[src/rtl/idex_pipe_pkg.sv]
// Shared definitions for the ID->EX pipeline stage: default field widths,
// the decoded micro-op layout and the skid-buffer state encoding.
package idex_pipe_pkg;

    localparam int UNIT_W_DEF = 3;
    localparam int OP_W_DEF   = 6;
    localparam int DATA_W_DEF = 32;
    localparam int TAG_W_DEF  = 4;
    localparam int ADDR_W_DEF = 32;

    typedef logic [UNIT_W_DEF-1:0] ex_unit_t;
    typedef logic [OP_W_DEF-1:0]   op_t;
    typedef logic [DATA_W_DEF-1:0] data_t;
    typedef logic [TAG_W_DEF-1:0]  tag_t;
    typedef logic [ADDR_W_DEF-1:0] addr_t;

    // Field order MSB->LSB matches the flat per-lane payload on the ports
    typedef struct packed {
        ex_unit_t unit;
        op_t      op;
        data_t    val;
        tag_t     tag;
        addr_t    target;
        addr_t    pc_addr;
    } ex_uop_t;

    localparam int PLD_W_DEF = $bits(ex_uop_t);

    // Occupancy of the two-entry skid buffer
    typedef enum logic [1:0] {
        ST_EMPTY = 2'd0,
        ST_ONE   = 2'd1,
        ST_TWO   = 2'd2
    } idex_state_t;

endpackage

[src/rtl/sat_counter.sv]
// Saturating up-counter with asynchronous active-high reset.
module sat_counter #(
    parameter int W = 16
) (
    input  logic         clk,
    input  logic         rst,
    input  logic         inc,
    output logic [W-1:0] count
);

    // Count up on inc, holding at all-ones once reached
    always_ff @(posedge clk or posedge rst) begin
        if (rst) begin
            count <= '0;
        end else if (inc && (count != '1)) begin
            count <= count + 1'b1;
        end
    end

endmodule

[src/rtl/idex_pipe.sv]
// Elastic ID->EX stage: two-entry skid buffer (main drives the outputs,
// skid absorbs the one bundle accepted while EX stalls), synchronous flush
// and a saturating back-pressure counter.
module idex_pipe
    import idex_pipe_pkg::*;
#(
    parameter  int LANES  = 2,
    parameter  int UNIT_W = 3,
    parameter  int OP_W   = 6,
    parameter  int DATA_W = 32,
    parameter  int TAG_W  = 4,
    parameter  int ADDR_W = 32,
    parameter  int CNT_W  = 16,
    localparam int PLD_W  = UNIT_W + OP_W + DATA_W + TAG_W + 2 * ADDR_W
) (
    input  logic                   clk,
    input  logic                   rst,
    input  logic                   flush,
    input  logic                   in_valid,
    output logic                   in_ready,
    input  logic [LANES-1:0]       in_lane_valid,
    input  logic [LANES*PLD_W-1:0] in_payload,
    output logic                   out_valid,
    input  logic                   out_ready,
    output logic [LANES-1:0]       out_lane_valid,
    output logic [LANES*PLD_W-1:0] out_payload,
    output logic [CNT_W-1:0]       stall_cnt
);

    idex_state_t            state;
    logic [LANES-1:0]       main_lv;
    logic [LANES*PLD_W-1:0] main_pld;
    logic [LANES-1:0]       skid_lv;
    logic [LANES*PLD_W-1:0] skid_pld;

    logic in_fire;
    logic out_fire;
    logic accept;

    // Handshake flags come straight off the state flops, so neither
    // in_valid nor out_ready has a combinational path to them
    assign in_ready  = (state != ST_TWO);
    assign out_valid = (state != ST_EMPTY);

    assign out_lane_valid = main_lv;
    assign out_payload    = main_pld;

    assign in_fire  = in_valid & in_ready;
    assign out_fire = out_valid & out_ready;
    // A bundle with no occupied lanes is consumed but never stored
    assign accept   = in_fire & (|in_lane_valid);

    // Skid-buffer state machine and entry storage
    always_ff @(posedge clk or posedge rst) begin
        if (rst) begin
            state    <= ST_EMPTY;
            main_lv  <= '0;
            main_pld <= '0;
            skid_lv  <= '0;
            skid_pld <= '0;
        end else if (flush) begin
            state   <= ST_EMPTY;
            main_lv <= '0;
            skid_lv <= '0;
        end else begin
            unique case (state)
                ST_EMPTY: begin
                    if (accept) begin
                        main_lv  <= in_lane_valid;
                        main_pld <= in_payload;
                        state    <= ST_ONE;
                    end
                end
                ST_ONE: begin
                    if (accept && out_fire) begin
                        main_lv  <= in_lane_valid;
                        main_pld <= in_payload;
                    end else if (accept) begin
                        skid_lv  <= in_lane_valid;
                        skid_pld <= in_payload;
                        state    <= ST_TWO;
                    end else if (out_fire) begin
                        main_lv <= '0;
                        state   <= ST_EMPTY;
                    end
                end
                ST_TWO: begin
                    // in_ready is low here, so only the drain can happen
                    if (out_fire) begin
                        main_lv  <= skid_lv;
                        main_pld <= skid_pld;
                        skid_lv  <= '0;
                        state    <= ST_ONE;
                    end
                end
                default: begin
                    main_lv <= '0;
                    skid_lv <= '0;
                    state   <= ST_EMPTY;
                end
            endcase
        end
    end

    // Back-pressure cycles, counted even while flush is asserted
    sat_counter #(
        .W(CNT_W)
    ) u_stall_cnt (
        .clk  (clk),
        .rst  (rst),
        .inc  (out_valid & ~out_ready),
        .count(stall_cnt)
    );

endmodule

[config.mk]
export PLATFORM = sky130hd
export DESIGN_NAME = idex_pipe
export DESIGN_NICKNAME = d
export VERILOG_FILES = /design/src/rtl/idex_pipe_pkg.sv /design/src/rtl/sat_counter.sv /design/src/rtl/idex_pipe.sv
export SDC_FILE = /design/constraint.sdc
export NUM_CORES = 1
export LEC_CHECK = 0
export ABC_AREA = 0
export BUFFER_PORTS_ARGS = -buffer_cell sky130_fd_sc_hd__clkbuf_2
export CAP_MARGIN = 10
export CORE_ASPECT_RATIO = 0.6
export CORE_MARGIN = 4
export CORE_UTILIZATION = 42
export CTS_CLUSTER_SIZE = 16
export DETAILED_ROUTE_END_ITERATION = 10
export PLACE_DENSITY = 0.67
export REMOVE_ABC_BUFFERS = 1
export SYNTH_ARGS = -nofsm -noshare
export SYNTH_HDL_FRONTEND = slang
export SYNTH_HIERARCHICAL = 1
export SYNTH_SLANG_ARGS = --single-unit
[constraint.sdc]
create_clock -name clk -period 13.9 [get_ports clk]
set_input_delay 2.78 -clock clk [delete_from_list [all_inputs] [get_ports clk]]
set_output_delay 2.78 -clock clk [all_outputs]
set_load 0.03 [all_outputs]
* After elaboration in Yosys (flattened, before gate mapping)
Cells that the tools add are included.
Storage, ports and cells: bits in registers 458, logic and storage cells 60, input bits 225
Operators by class: $add $sub $neg 1, multiplexer cells 20, equal/unequal tests 15, bitwise logic cells 7, reductions and logical operators 11
Operators with widths (number):
- $mux W218 | 3
- $pmux W218 S3 | 1
- $mux W2 | 13
- $pmux W2 S3 | 3
- $add A16 B1 Y16 const B | 1
- $ne A16 B16 Y1 const B | 1
- $reduce_and A4 Y1 | 4
- $ne A3 B3 Y1 const B | 4
- $ne A4 B4 Y1 const B | 3
- $ne A2 B2 Y1 const B | 5
- $reduce_and A5 Y1 | 1
- $and A1 B1 Y1 | 4
- $not A1 Y1 | 3
- $reduce_bool A3 Y1 | 1
- $eq A2 B1 Y1 const B | 1
- $eq A2 B2 Y1 const B | 1
- $logic_and A1 B1 Y1 | 2
- $logic_not A2 Y1 | 1
- $reduce_bool A2 Y1 | 1
- $reduce_or A2 Y1 | 1

* Longest topological paths before layout
Gate-level depths: netlist (run 1).
word-level depth 7, mapped depth 8, gate-level depth less buffers 6

* Hierarchy
The synthesis (run 1) kept the hierarchy.
Modules (own cells, without submodules):
- idex_pipe | instances 1, cells each 1773, area each 20458.4 um^2
- sat_counter | instances 1, cells each 71, area each 805.8 um^2

* Worst setup path before layout (run 1)
OpenSTA, ideal clock, no wires.
path type in2reg, start point in out_ready, end point reg skid_pld[0], data arrival time 4.059 ns, stages 7, required time 13.773 ns, path buffers 4, path slack 9.714 ns, path through buf_2 > nand2b_4 > nor4_4 > buf_4 > buf_12 > buf_6 > mux2_1
Between the ends: longest elaborated chain between the ends 4
Ends and longest elaborated chain:
- start: declaration | RTL line idex_pipe.sv:24 | input logic out_ready,
- $and A1 B1 Y1 | RTL line idex_pipe.sv:49 | assign out_fire = out_valid & out_ready;
- $logic_and A1 B1 Y1 | RTL line idex_pipe.sv:75 | if (accept && out_fire) begin
- $not A1 Y1 (no line)
- $reduce_and A4 Y1 (no line)
- end signal: assignment | RTL line idex_pipe.sv:80 | skid_pld <= in_payload;
- end: declaration | RTL line idex_pipe.sv:34 | logic [LANES*PLD_W-1:0] skid_pld;
No other way between the ends. A chain may end at the register's enable or synchronous reset.

* Worst setup path in the final report (run 1)
start point in flush, end point reg main_pld[70], in the netlist out_payload[70]
Between the ends: longest elaborated chain between the ends 2
Ends and longest elaborated chain:
- start: declaration | RTL line idex_pipe.sv:18 | input logic flush,
- $not A1 Y1 (no line)
- $reduce_and A5 Y1 (no line)
- end signal: assignment | RTL line idex_pipe.sv:70 | main_pld <= in_payload;
- end signal: assignment | RTL line idex_pipe.sv:77 | main_pld <= in_payload;
- end signal: assignment | RTL line idex_pipe.sv:91 | main_pld <= skid_pld;
- end: declaration | RTL line idex_pipe.sv:32 | logic [LANES*PLD_W-1:0] main_pld;
No other way between the ends.

==> summary.md, run 1 <==
| Metric | Value |
|---|---|
| Met2 WL | `29.7 mm` |
| Synth Cell Area | `21,300 sq um` |
| Row count | `63` |
| RSZ-0062 raised after global routing | `false` |
| DIE WIDTH | `298 um` |
| Worst Hold Class | `flop to flop` |
| Pre-Repair DR Iteration Count | `4` |
| F_max | `201 MHz` |
| Worst path required time | `14.38 ns` |
| Final core utilization | `0.509` |
| Detailed placement HPWL | `38.1 mm` |
| Chip height | `182 um` |
| Post-Syn Instances | `1,844` |
| H-tree depth | `2` |
| DRC viols | `0` |
| Initial antenna violation count | `5` |
| Setup repair bufs after CTS | `0` |
| Root buf cell | `clkbuf_16` |
| Port bufs | `462` |
| Detailed Route Iter0 Violations | `1,155` |
| Slew headroom | `-0.0173` |
| Clock-pin slew on the worst setup and hold paths | `0.06 ns` |
| Post-route cell area | `25,300 sq um` |
| Fin. Hold Viols | `0` |
| CP max stage cell | `buf_4` |
| DR top layer | `met5` |
| Synth area leaders | `dfrtp_1 (54%), a211oi_1 (15%), and2_1 (6.4%), mux2_2 (6.4%), a21oi_1 (5.3%)` |
| Post-cts sizing count | `0` |
| Most frequent CP cell | `buf_4` |
| CP max stage delay | `0.89 ns` |
| Status | `finished, violations left` |
| Layout area overhead | `19.2%` |
| Netlist cell types | `41` |
| Post-Place Cell Area | `23,800 sq um` |
| Share of layout cells above drive strength 1 | `0.317` |
| ANT nets after route | `0` |
| Crit Path Class | `input port to flop` |
| CP max FO | `82` |
| WL/cell | `22.2 um` |
| Initial Utilization | `0.428` |
| CORE AREA | `49,700 sq um` |
| Tmin final | `4.98 ns` |
| Most common cell after layout, fill and taps aside | `clkbuf_2` |
| Routed wl met3 | `4.05 mm` |
| Placer Congestion | `0.935` |
| Vias post-DR | `16.9k` |
| Nets@finish | `2,408` |
| CTS tree | `done` |
| Worst path cell trace | `buf_6, nor2_4, buf_4, buf_4, a211oi_1, a21oi_1` |
| Top cell type's share of synthesized area | `0.539` |
| Leakage | `10.8 nW` |
| Commonest non-fill, non-tap cells in the layout | `clkbuf_2 (461), dfrtp_1 (458), a211oi_1 (436), a21oi_1 (226), and2_1 (219)` |
| Max-Cap Viols | `0` |
| Setup TNS | `0 ns` |
| Post-synthesis sequential area ratio | `0.539` |
| Worst Path Arrival | `5.45 ns` |
| Nature of the critical path startpoint | `input port` |
| Slew Viols, Final | `29` |
| Vias in the first global route | `17.2k` |
| Final setup vio count | `0` |
| Tightest Pin Transition | `1.53 ns` |
| Top Ports | `463` |
| Hold-fix buffers, CTS | `0` |
| Yosys reg bits | `458` |
| Layout Skew | `0.0140 ns` |
| Leading area contributor after synthesis | `dfrtp_1` |
| Die ar. | `54,400 sq um` |
| Max IR drop VDD | `0.100 mV` |
| Num Clock Sinks | `458` |
| Total global-route track usage | `0.230` |
| YS warnings | `6` |
| CP Capture Type | `flop` |
| Grt ovf | `0` |
| Fin crit share | `0.358` |
| Largest net degree at the start of global routing | `220` |
| PwrDens | `163 nW/um^2` |
| Drt via density | `5.81` |
| Total Wirelength | `64.4 mm` |
| CTS Buf Count | `45` |
| Clk buf depth | `3` |
| Latest clock arrival within the worst-skew pair | `0.56 ns` |
| M1 WL | `28.7 mm` |
| First-pass GRT wire length | `102 mm` |
| Average size of a mapped cell | `11.5 sq um` |
| Failing checks | `max-slew violations` |
where the power goes:
part | switching [mW] | internal [mW]
clock | 0.553 | 0.720
combinational | 0.657 | 0.355
sequential | 0.194 | 1.66
total | 1.40 | 2.73
metal layers:
| layer | vias to the layer above | GRT usage |
|---|---|---|
| li1 | 7546 | - |
| met1 | 8660 | 0.330 |
| met2 | 550 | 0.359 |
| met3 | 116 | 0.0435 |
| met4 | 4 | 0.0663 |
| met5 | - | 0 |
path summary, 6_finish.rpt:
check                              from                 to  slack [ns]  cells past startpoint
hold reg to reg            skid_pld[53]       skid_pld[53]        0.49                      1
hold / removal             skid_pld[53]       skid_pld[53]        0.49                      1
min in group asynchronous           rst  out_lane_valid[0]        2.31                      2
setup / recovery                  flush    out_payload[70]        8.92                      6
setup reg to reg               state[1]   out_payload[111]        9.89                      7
max in group asynchronous           rst       skid_pld[94]        9.16                      4
sequential cells by signal, indices dropped and copies added, names as in the netlist:
| name | flops |
|---|---|
| state | 2 |
| skid_lv | 2 |
| out_payload | 218 |
| out_lane_valid | 2 |
| skid_pld | 218 |
| u_stall_cnt/count | 16 |
logic make-up after synthesis:
logic type | share of synthesized area
AO/OA/AOI/OAI | 0.212
flip-flops | 0.539
AND/OR/NAND/NOR | 0.0817
multiplexers | 0.118
buffers and inverters | 0.0438
XOR/XNOR | 0.00453
adder cells (fa/ha/maj) | 0.000588
cell type report:
class / instances / area [sq um]
repair buffers: 487 / 2530
diodes: 3 / 7.51
inverters: 6 / 32.5
multi-input cells: 1184 / 8920
clock buffers: 66 / 1400
well taps: 682 / 853
flip-flops and latches: 458 / 11500
clock inverters: 18 / 134
fillers: 4393 / 24400
metrics by stage:
step                total power, mW  instances  setup slack, ns  hold slack, ns
finish                         4.13       2904             8.92           0.485
global route                   4.34       2904             8.65           0.496
CTS                            4.17       2901             8.98           0.490
detailed placement             2.89       2817             8.39           0.475
global placement               2.84       2817             8.44           0.467
floorplan                      2.52       1648            -2.52           0.459
cells in the mapped netlist (all sizes together):
master and number:
nand2 10, inv 6, nand3 9, mux2 220, and3 5, nor2 9
nand2b 3, a22oi 1, nor4 2, nand3b 2, mux2i 4, a211oi 436
o211a 1, nand4 7, nor3 2, xnor2 11, o21a 2, and3b 1
dfrtp 458, a21oi 226, and4 4, and2 219, o21ai 6, buf 81
ha 1, o2bb2ai 3, clkbuf 115
critical path, delay by kind of cell:
family | cells | cell delay [ns]
AO/OA/AOI/OAI | 2 | 0.40
buffers and inverters | 3 | 1.82
AND/OR/NAND/NOR | 1 | 0.20
(Power assumes the default switching activity.)
==> inputs of run 2 (changes only) <==
- clock period: 13.9 -> 4.4 ns (I/O delays scaled with it)
==> summary.md, run 2 (synthesis results as in run 1) <==
| Metric | Value |
|---|---|
| Status | `finished, final reports clean (was finished, violations left)` |
| Fin. Hold Viols | `0 (unchanged)` |
| Vias post-DR | `16.9k (about the same)` |
| M1 WL | `28.4 mm (was 28.7 mm)` |
| First-pass GRT wire length | `102 mm (about the same)` |
| Worst Path Buf+Inv | `3 (unchanged)` |
| Crit Path Class | `flop to primary output (was input port to flop)` |
| Most common cell after layout, fill and taps aside | `clkbuf_2 (unchanged)` |
| Depth of the most critical reg-to-reg path | `7 (unchanged)` |
| Top Ports | `463 (unchanged)` |
| Detailed placement HPWL | `38.6 mm (was 38.1 mm)` |
| CP Capture Type | `primary output (was flop)` |
| Post-Place Cell Area | `23,900 sq um (was 23,800 sq um)` |
| Max-Cap Viols | `0 (unchanged)` |
| Initial Utilization | `0.428 (unchanged)` |
| Final core utilization | `0.512 (was 0.509)` |
| Reg2reg start | `state[1] (unchanged)` |
| Pre-Repair DR Iteration Count | `5 (was 4)` |
| F_max | `297 MHz` |
| Total global-route track usage | `0.230 (about the same)` |
| Fin crit share | `0.766` |
| Hold WS | `0.382 ns (was 0.485 ns)` |
| DR top layer | `met5 (unchanged)` |
| WL/cell | `22.3 um (was 22.2 um)` |
| CTS tree | `done (unchanged)` |
| Clock-pin slew on the worst setup and hold paths | `0.06 ns (about the same)` |
| Root buf cell | `clkbuf_16 (unchanged)` |
| Met2 WL | `30.6 mm (was 29.7 mm)` |
| Layout Skew | `0.0147 ns (was 0.0140 ns)` |
| Total power | `13.1 mW (was 4.13 mW)` |
| Largest net degree at the start of global routing | `152 (was 220)` |
| Nature of the critical path startpoint | `flop (was input port)` |
| Top delay family on crit path | `buffers and inverters (unchanged)` |
| DRC viols | `0 (unchanged)` |
| Port bufs | `462 (unchanged)` |
| FF-to-FF setup slack | `1.25 ns (was 9.89 ns)` |
| ANT nets after route | `0 (unchanged)` |
| Nets@finish | `2,405 (was 2,408)` |
| Initial antenna violation count | `9 (was 5)` |
| Post-cts sizing count | `0 (unchanged)` |
| Grt ovf | `0 (unchanged)` |
| Tmin final | `3.37 ns` |
| Layout area overhead | `19.7% (was 19.2%)` |
| PwrDens | `516 nW/um^2 (was 163 nW/um^2)` |
| Reg-to-Reg End | `out_payload[143] (was out_payload[111])` |
| Row count | `63 (unchanged)` |
| CP max stage delay | `0.64 ns (was 0.89 ns)` |
| Leakage | `10.9 nW (was 10.8 nW)` |
| Tightest Pin Transition | `1.07 ns (was 1.53 ns)` |
| DIE WIDTH | `298 um (unchanged)` |
| Commonest non-fill, non-tap cells in the layout | `clkbuf_2 (461), dfrtp_1 (458), a211oi_1 (436), a21oi_1 (226), and2_1 (219) (unchanged)` |
| Worst path required time | `3.52 ns (was 14.38 ns)` |
| CP max FO | `78 (was 82)` |
| Die ar. | `54,400 sq um (unchanged)` |
| Setup repair bufs after CTS | `0 (unchanged)` |
| Worst Hold Class | `input port to async pin (was flop to flop)` |
| Total Wirelength | `64.8 mm (was 64.4 mm)` |
| Placer Congestion | `0.849 (was 0.935)` |
| Hold-fix buffers, CTS | `0 (unchanged)` |
| Post-route cell area | `25,400 sq um (was 25,300 sq um)` |
| RSZ-0062 raised after global routing | `false (unchanged)` |
| Chip height | `182 um (unchanged)` |
| Worst Path Arrival | `2.49 ns (was 5.45 ns)` |
| Routed wl met3 | `4.05 mm (about the same)` |
| Drt via density | `5.83 (was 5.81)` |
| Slew Viols, Final | `0 (was 29)` |
| Setup TNS | `0 ns (unchanged)` |
| Detailed Route Iter0 Violations | `1,143 (was 1,155)` |
| Final setup vio count | `0 (unchanged)` |
| Slew headroom | `0.284 (was -0.0173)` |
| CTS Buf Count | `45 (unchanged)` |
| CP max stage cell | `dfrtp_1 (was buf_4)` |
| Max IR drop VDD | `0.317 mV (was 0.100 mV)` |
| Share of layout cells above drive strength 1 | `0.315 (was 0.317)` |
| Vias in the first global route | `17.5k (was 17.2k)` |
| CORE AREA | `49,700 sq um (unchanged)` |
| Latest clock arrival within the worst-skew pair | `0.55 ns (was 0.56 ns)` |
| Num Clock Sinks | `458 (unchanged)` |
| H-tree depth | `2 (unchanged)` |
| Worst path cell trace | `inv_1, nor2_4, inv_4, clkbuf_2 (was buf_6, nor2_4, buf_4, buf_4, a211oi_1, a21oi_1)` |
| Clk buf depth | `3 (unchanged)` |
-- run 2: stage by stage --
step,cells,setup WS (ns)
6_report,2901,1.03
2_1_floorplan,1648,-10.60
3_5_place_dp,2814,1.56
4_1_cts,2896,1.03
3_3_place_gp,2814,1.55
5_1_grt,2901,0.857
-- run 2: final cells by class --
type / instances / area, sq um
diodes: 5 / 12.5
repair buffers: 484 / 2620
fillers: 4382 / 24300
flip-flops and latches: 458 / 11500
inverters: 6 / 32.5
well taps: 682 / 853
clock buffers: 63 / 1340
clock inverters: 19 / 208
multi-input cells: 1184 / 8920
-- run 2: worst max path at each step --
stage | start | to | slack [ns] | cells after the start
after global placement | flush | skid_pld[81] | 1.55 | 4
after detailed placement | state[1] | out_payload[5] | 1.56 | 7
after global routing | state[1] | in_ready | 0.86 | 4
after floorplan | state[1] | out_payload[0] | -10.60 | 6
after CTS | state[1] | in_ready | 1.03 | 4
final | state[1] | in_ready | 1.03 | 4
-- run 2: metal layers --
metal / up-vias / GRT usage
met4: 6 / 0.0688
met5: - / 0
met1: 8728 / 0.323
met2: 541 / 0.361
li1: 7531 / -
met3: 108 / 0.0503
-- run 2: report_power, final --
group          switching (mW)  total, mW  internal [mW]
clock network            1.69       4.05           2.36
registers               0.608       5.84           5.23
logic                    2.11       3.23           1.13
==> inputs of run 3 (changes only) <==
- ABC_AREA: 0 -> 1
- PLACE_DENSITY: 0.67 -> not set
- clock period: 4.4 -> 3.5 ns (I/O delays scaled with it)
==> summary.md, run 3 <==
| Metric | Value |
|---|---|
| Status | `finished, final reports clean (unchanged)` |
| Share of layout cells above drive strength 1 | `0.213 (was 0.315)` |
| H-tree depth | `2 (unchanged)` |
| Total Wirelength | `51.4 mm (was 64.8 mm)` |
| Clock-pin slew on the worst setup and hold paths | `0.06 ns (about the same)` |
| Average size of a mapped cell | `8.47 sq um (was 11.5 sq um)` |
| Final setup vio count | `0 (unchanged)` |
| Root buf cell | `clkbuf_16 (unchanged)` |
| Pre-Repair DR Iteration Count | `5 (unchanged)` |
| FFs w/ async S/R, synth | `1.00 (unchanged)` |
| Post-synth EDFFs | `0 (unchanged)` |
| Placer Congestion | `0.844 (was 0.849)` |
| Post-Syn Instances | `2,338 (was 1,844)` |
| Most numerous cell in the Yosys netlist | `nand2_1 (was dfrtp_1)` |
| Commonest non-fill, non-tap cells in the layout | `nand2_1 (737), clkbuf_2 (462), dfrtp_1 (458), o21ai_0 (334), o21ai_1 (330) (was clkbuf_2 (461), dfrtp_1 (458), a211oi_1 (436), a21oi_1 (226), and2_1 (219))` |
| CP max FO | `101 (was 78)` |
| Chip height | `176 um (was 182 um)` |
| Max-Cap Viols | `0 (unchanged)` |
| Total power | `21.9 mW (was 13.1 mW)` |
| Netlist cell types | `25 (was 41)` |
| Top Ports | `463 (unchanged)` |
| FF-to-FF setup slack | `1.28 ns (was 1.25 ns)` |
| Detailed Route Iter0 Violations | `1,047 (was 1,143)` |
| Post-cts sizing count | `0 (unchanged)` |
| Leading area contributor after synthesis | `dfrtp_1 (unchanged)` |
| Reg-to-Reg End | `out_payload[166] (was out_payload[143])` |
| CP max stage cell | `dfrtp_1 (unchanged)` |
| Fin. Hold Viols | `0 (unchanged)` |
| Yosys reg bits | `458 (unchanged)` |
| DIE WIDTH | `288 um (was 298 um)` |
| CP Launch Point | `state[0] (was state[1])` |
| Top delay family on crit path | `buffers and inverters (unchanged)` |
| Vias post-DR | `16.3k (was 16.9k)` |
| DRC viols | `0 (unchanged)` |
| CTS Buf Count | `45 (unchanged)` |
| Num Clock Sinks | `458 (unchanged)` |
| First-pass GRT wire length | `83.1 mm (was 102 mm)` |
| Layout Skew | `0.0220 ns (was 0.0147 ns)` |
| Port bufs | `462 (unchanged)` |
| Latest clock arrival within the worst-skew pair | `0.55 ns (about the same)` |
| Drt via density | `4.81 (was 5.83)` |
| Clk buf depth | `3 (unchanged)` |
| Worst Hold Class | `input port to async pin (unchanged)` |
| CP max stage delay | `0.51 ns (was 0.64 ns)` |
| Vias in the first global route | `15.9k (was 17.5k)` |
| CTS tree | `done (unchanged)` |
| Slew headroom | `0.523 (was 0.284)` |
| Worst path cell trace | `nor2_2, inv_8, clkbuf_2 (was inv_1, nor2_4, inv_4, clkbuf_2)` |
| Tmin final | `2.63 ns` |
| ANT nets after route | `0 (unchanged)` |
| Total global-route track usage | `0.199 (was 0.230)` |
| Max IR drop VDD | `0.418 mV (was 0.317 mV)` |
| Hold-fix buffers, CTS | `0 (unchanged)` |
| Tightest Pin Transition | `0.715 ns (was 1.07 ns)` |
| CP Capture Type | `primary output (unchanged)` |
| Reg2reg start | `state[0] (was state[1])` |
| Leakage | `13.1 nW (was 10.9 nW)` |
| Synth area leaders | `dfrtp_1 (58%), nand2_1 (14%), o21ai_0 (8.4%), o21ai_1 (8.3%), inv_1 (4.7%) (was dfrtp_1 (54%), a211oi_1 (15%), and2_1 (6.4%), mux2_2 (6.4%), a21oi_1 (5.3%))` |
| Met2 Use GR | `0.327 (was 0.361)` |
| Detailed placement HPWL | `35.0 mm (was 38.6 mm)` |
| WL/cell | `15.1 um (was 22.3 um)` |
| RSZ-0062 raised after global routing | `false (unchanged)` |
| Top cell type's share of synthesized area | `0.579 (was 0.539)` |
| Grt ovf | `0 (unchanged)` |
| Hold WS | `0.304 ns (was 0.382 ns)` |
| Worst Path Buf+Inv | `2 (was 3)` |
| Met1 Use GR | `0.271 (was 0.323)` |
| Most Crowded Layer GR | `met2 (unchanged)` |
| Fin crit share | `0.751` |
| Initial antenna violation count | `4 (was 9)` |
| Worst path required time | `2.80 ns (was 3.52 ns)` |
| Commonest cells in the netlist | `nand2_1 (737), dfrtp_1 (458), o21ai_0 (334), o21ai_1 (330), inv_1 (248) (was dfrtp_1 (458), a211oi_1 (436), a21oi_1 (226), and2_1 (219), mux2_2 (120))` |
| Nature of the critical path startpoint | `flop (unchanged)` |
| Layout area overhead | `21.0% (was 19.7%)` |
| Nets@finish | `2,955 (was 2,405)` |
| Main synth FF type | `dfrtp_1 (unchanged)` |
| Row count | `61 (was 63)` |
| PwrDens | `915 nW/um^2 (was 516 nW/um^2)` |
| Crit Path Class | `flop to primary output (unchanged)` |
| F_max | `380 MHz` |
| YS warnings | `6 (unchanged)` |
| Most common cell after layout, fill and taps aside | `nand2_1 (was clkbuf_2)` |
| Slew Viols, Final | `0 (unchanged)` |
| Die ar. | `50,800 sq um (was 54,400 sq um)` |
| Largest net degree at the start of global routing | `163 (was 152)` |
| Worst Path Arrival | `1.93 ns (was 2.49 ns)` |
| Depth of the most critical reg-to-reg path | `5 (was 7)` |
| Setup repair bufs after CTS | `0 (unchanged)` |
| CORE AREA | `46,500 sq um (was 49,700 sq um)` |
| Synth Cell Area | `19,800 sq um (was 21,300 sq um)` |
| Post-synthesis sequential area ratio | `0.579 (was 0.539)` |
| Initial Utilization | `0.426 (was 0.428)` |
| Met3 usage | `0.0357 (was 0.0503)` |
-- run 3: cell types whose count changed after synthesis, sizes merged, moves of 4 or more --
cell and change:
a211oi -436, a21oi -225, and2 -219, and3 -5, and4 -4, clkbuf -53
inv +245, mux2 -220, mux2i -4, nand2 +734, nand3 +7, nor2 +27
o21ai +664, xnor2 -9
-- run 3: cells by family after synthesis --
group | count (synthesis) | synth area share
XOR/XNOR | 4 | 0.00177
AND/OR/NAND/NOR | 806 | 0.159
flip-flops | 458 | 0.579
AO/OA/AOI/OAI | 672 | 0.171
adder cells (fa/ha/maj) | 1 | 0.000632
buffers and inverters | 397 | 0.0888
-- run 3: metal layers --
layer  vias up  wire length [um]
li1       8234                 -
met1      7572             23300
met2       422             23900
met3        87              2730
met4         0              1440
met5         -                 0
-- run 3: worst max path at each step --
stage	to	slack, ns	cells after the start
2_1_floorplan	out_lane_valid[0]	-9.52	1
3_3_place_gp	out_payload[173]	1.03	8
3_5_place_dp	out_payload[173]	0.98	7
4_1_cts	in_ready	0.84	3
5_1_grt	in_ready	0.72	3
6_report	in_ready	0.87	3
-- run 3: worst reg2reg max path, delay by kind of cell, from the launching register on --
family / cells / cell delay, ns
flip-flops: 1 / 0.48
AO/OA/AOI/OAI: 2 / 0.39
AND/OR/NAND/NOR: 2 / 0.72
buffers and inverters: 1 / 0.49
-- run 3: final cells by class --
class	count	area (sq um)
antenna	4	10.0
clock buffer	65	1320
clock inverter	14	130
fill	4355	22500
inverter	251	957
multi-input combinational	1483	6610
sequential	458	11500
tap	630	788
timing repair buffer	490	2690
-- run 3: power breakdown --
group | total (mW) | switching, mW | internal [mW]
Sequential | 9.33 | 1.51 | 7.82
Combinational | 7.78 | 5.47 | 2.30
Clock | 4.82 | 2.04 | 2.77
-- run 3: through the flow --
step | setup TNS, ns | util | setup slack (ns) | cell area (sq um) | instances
after floorplan | -5715.20 | - | -9.52 | 19000 | 2192
after global placement | 0 | 0.484 | 1.03 | 22500 | 3312
after detailed placement | 0 | 0.484 | 0.980 | 22500 | 3312
after CTS | 0 | 0.515 | 0.845 | 24000 | 3391
after global routing | 0 | 0.516 | 0.721 | 24000 | 3395
final | 0 | 0.516 | 0.871 | 24000 | 3395
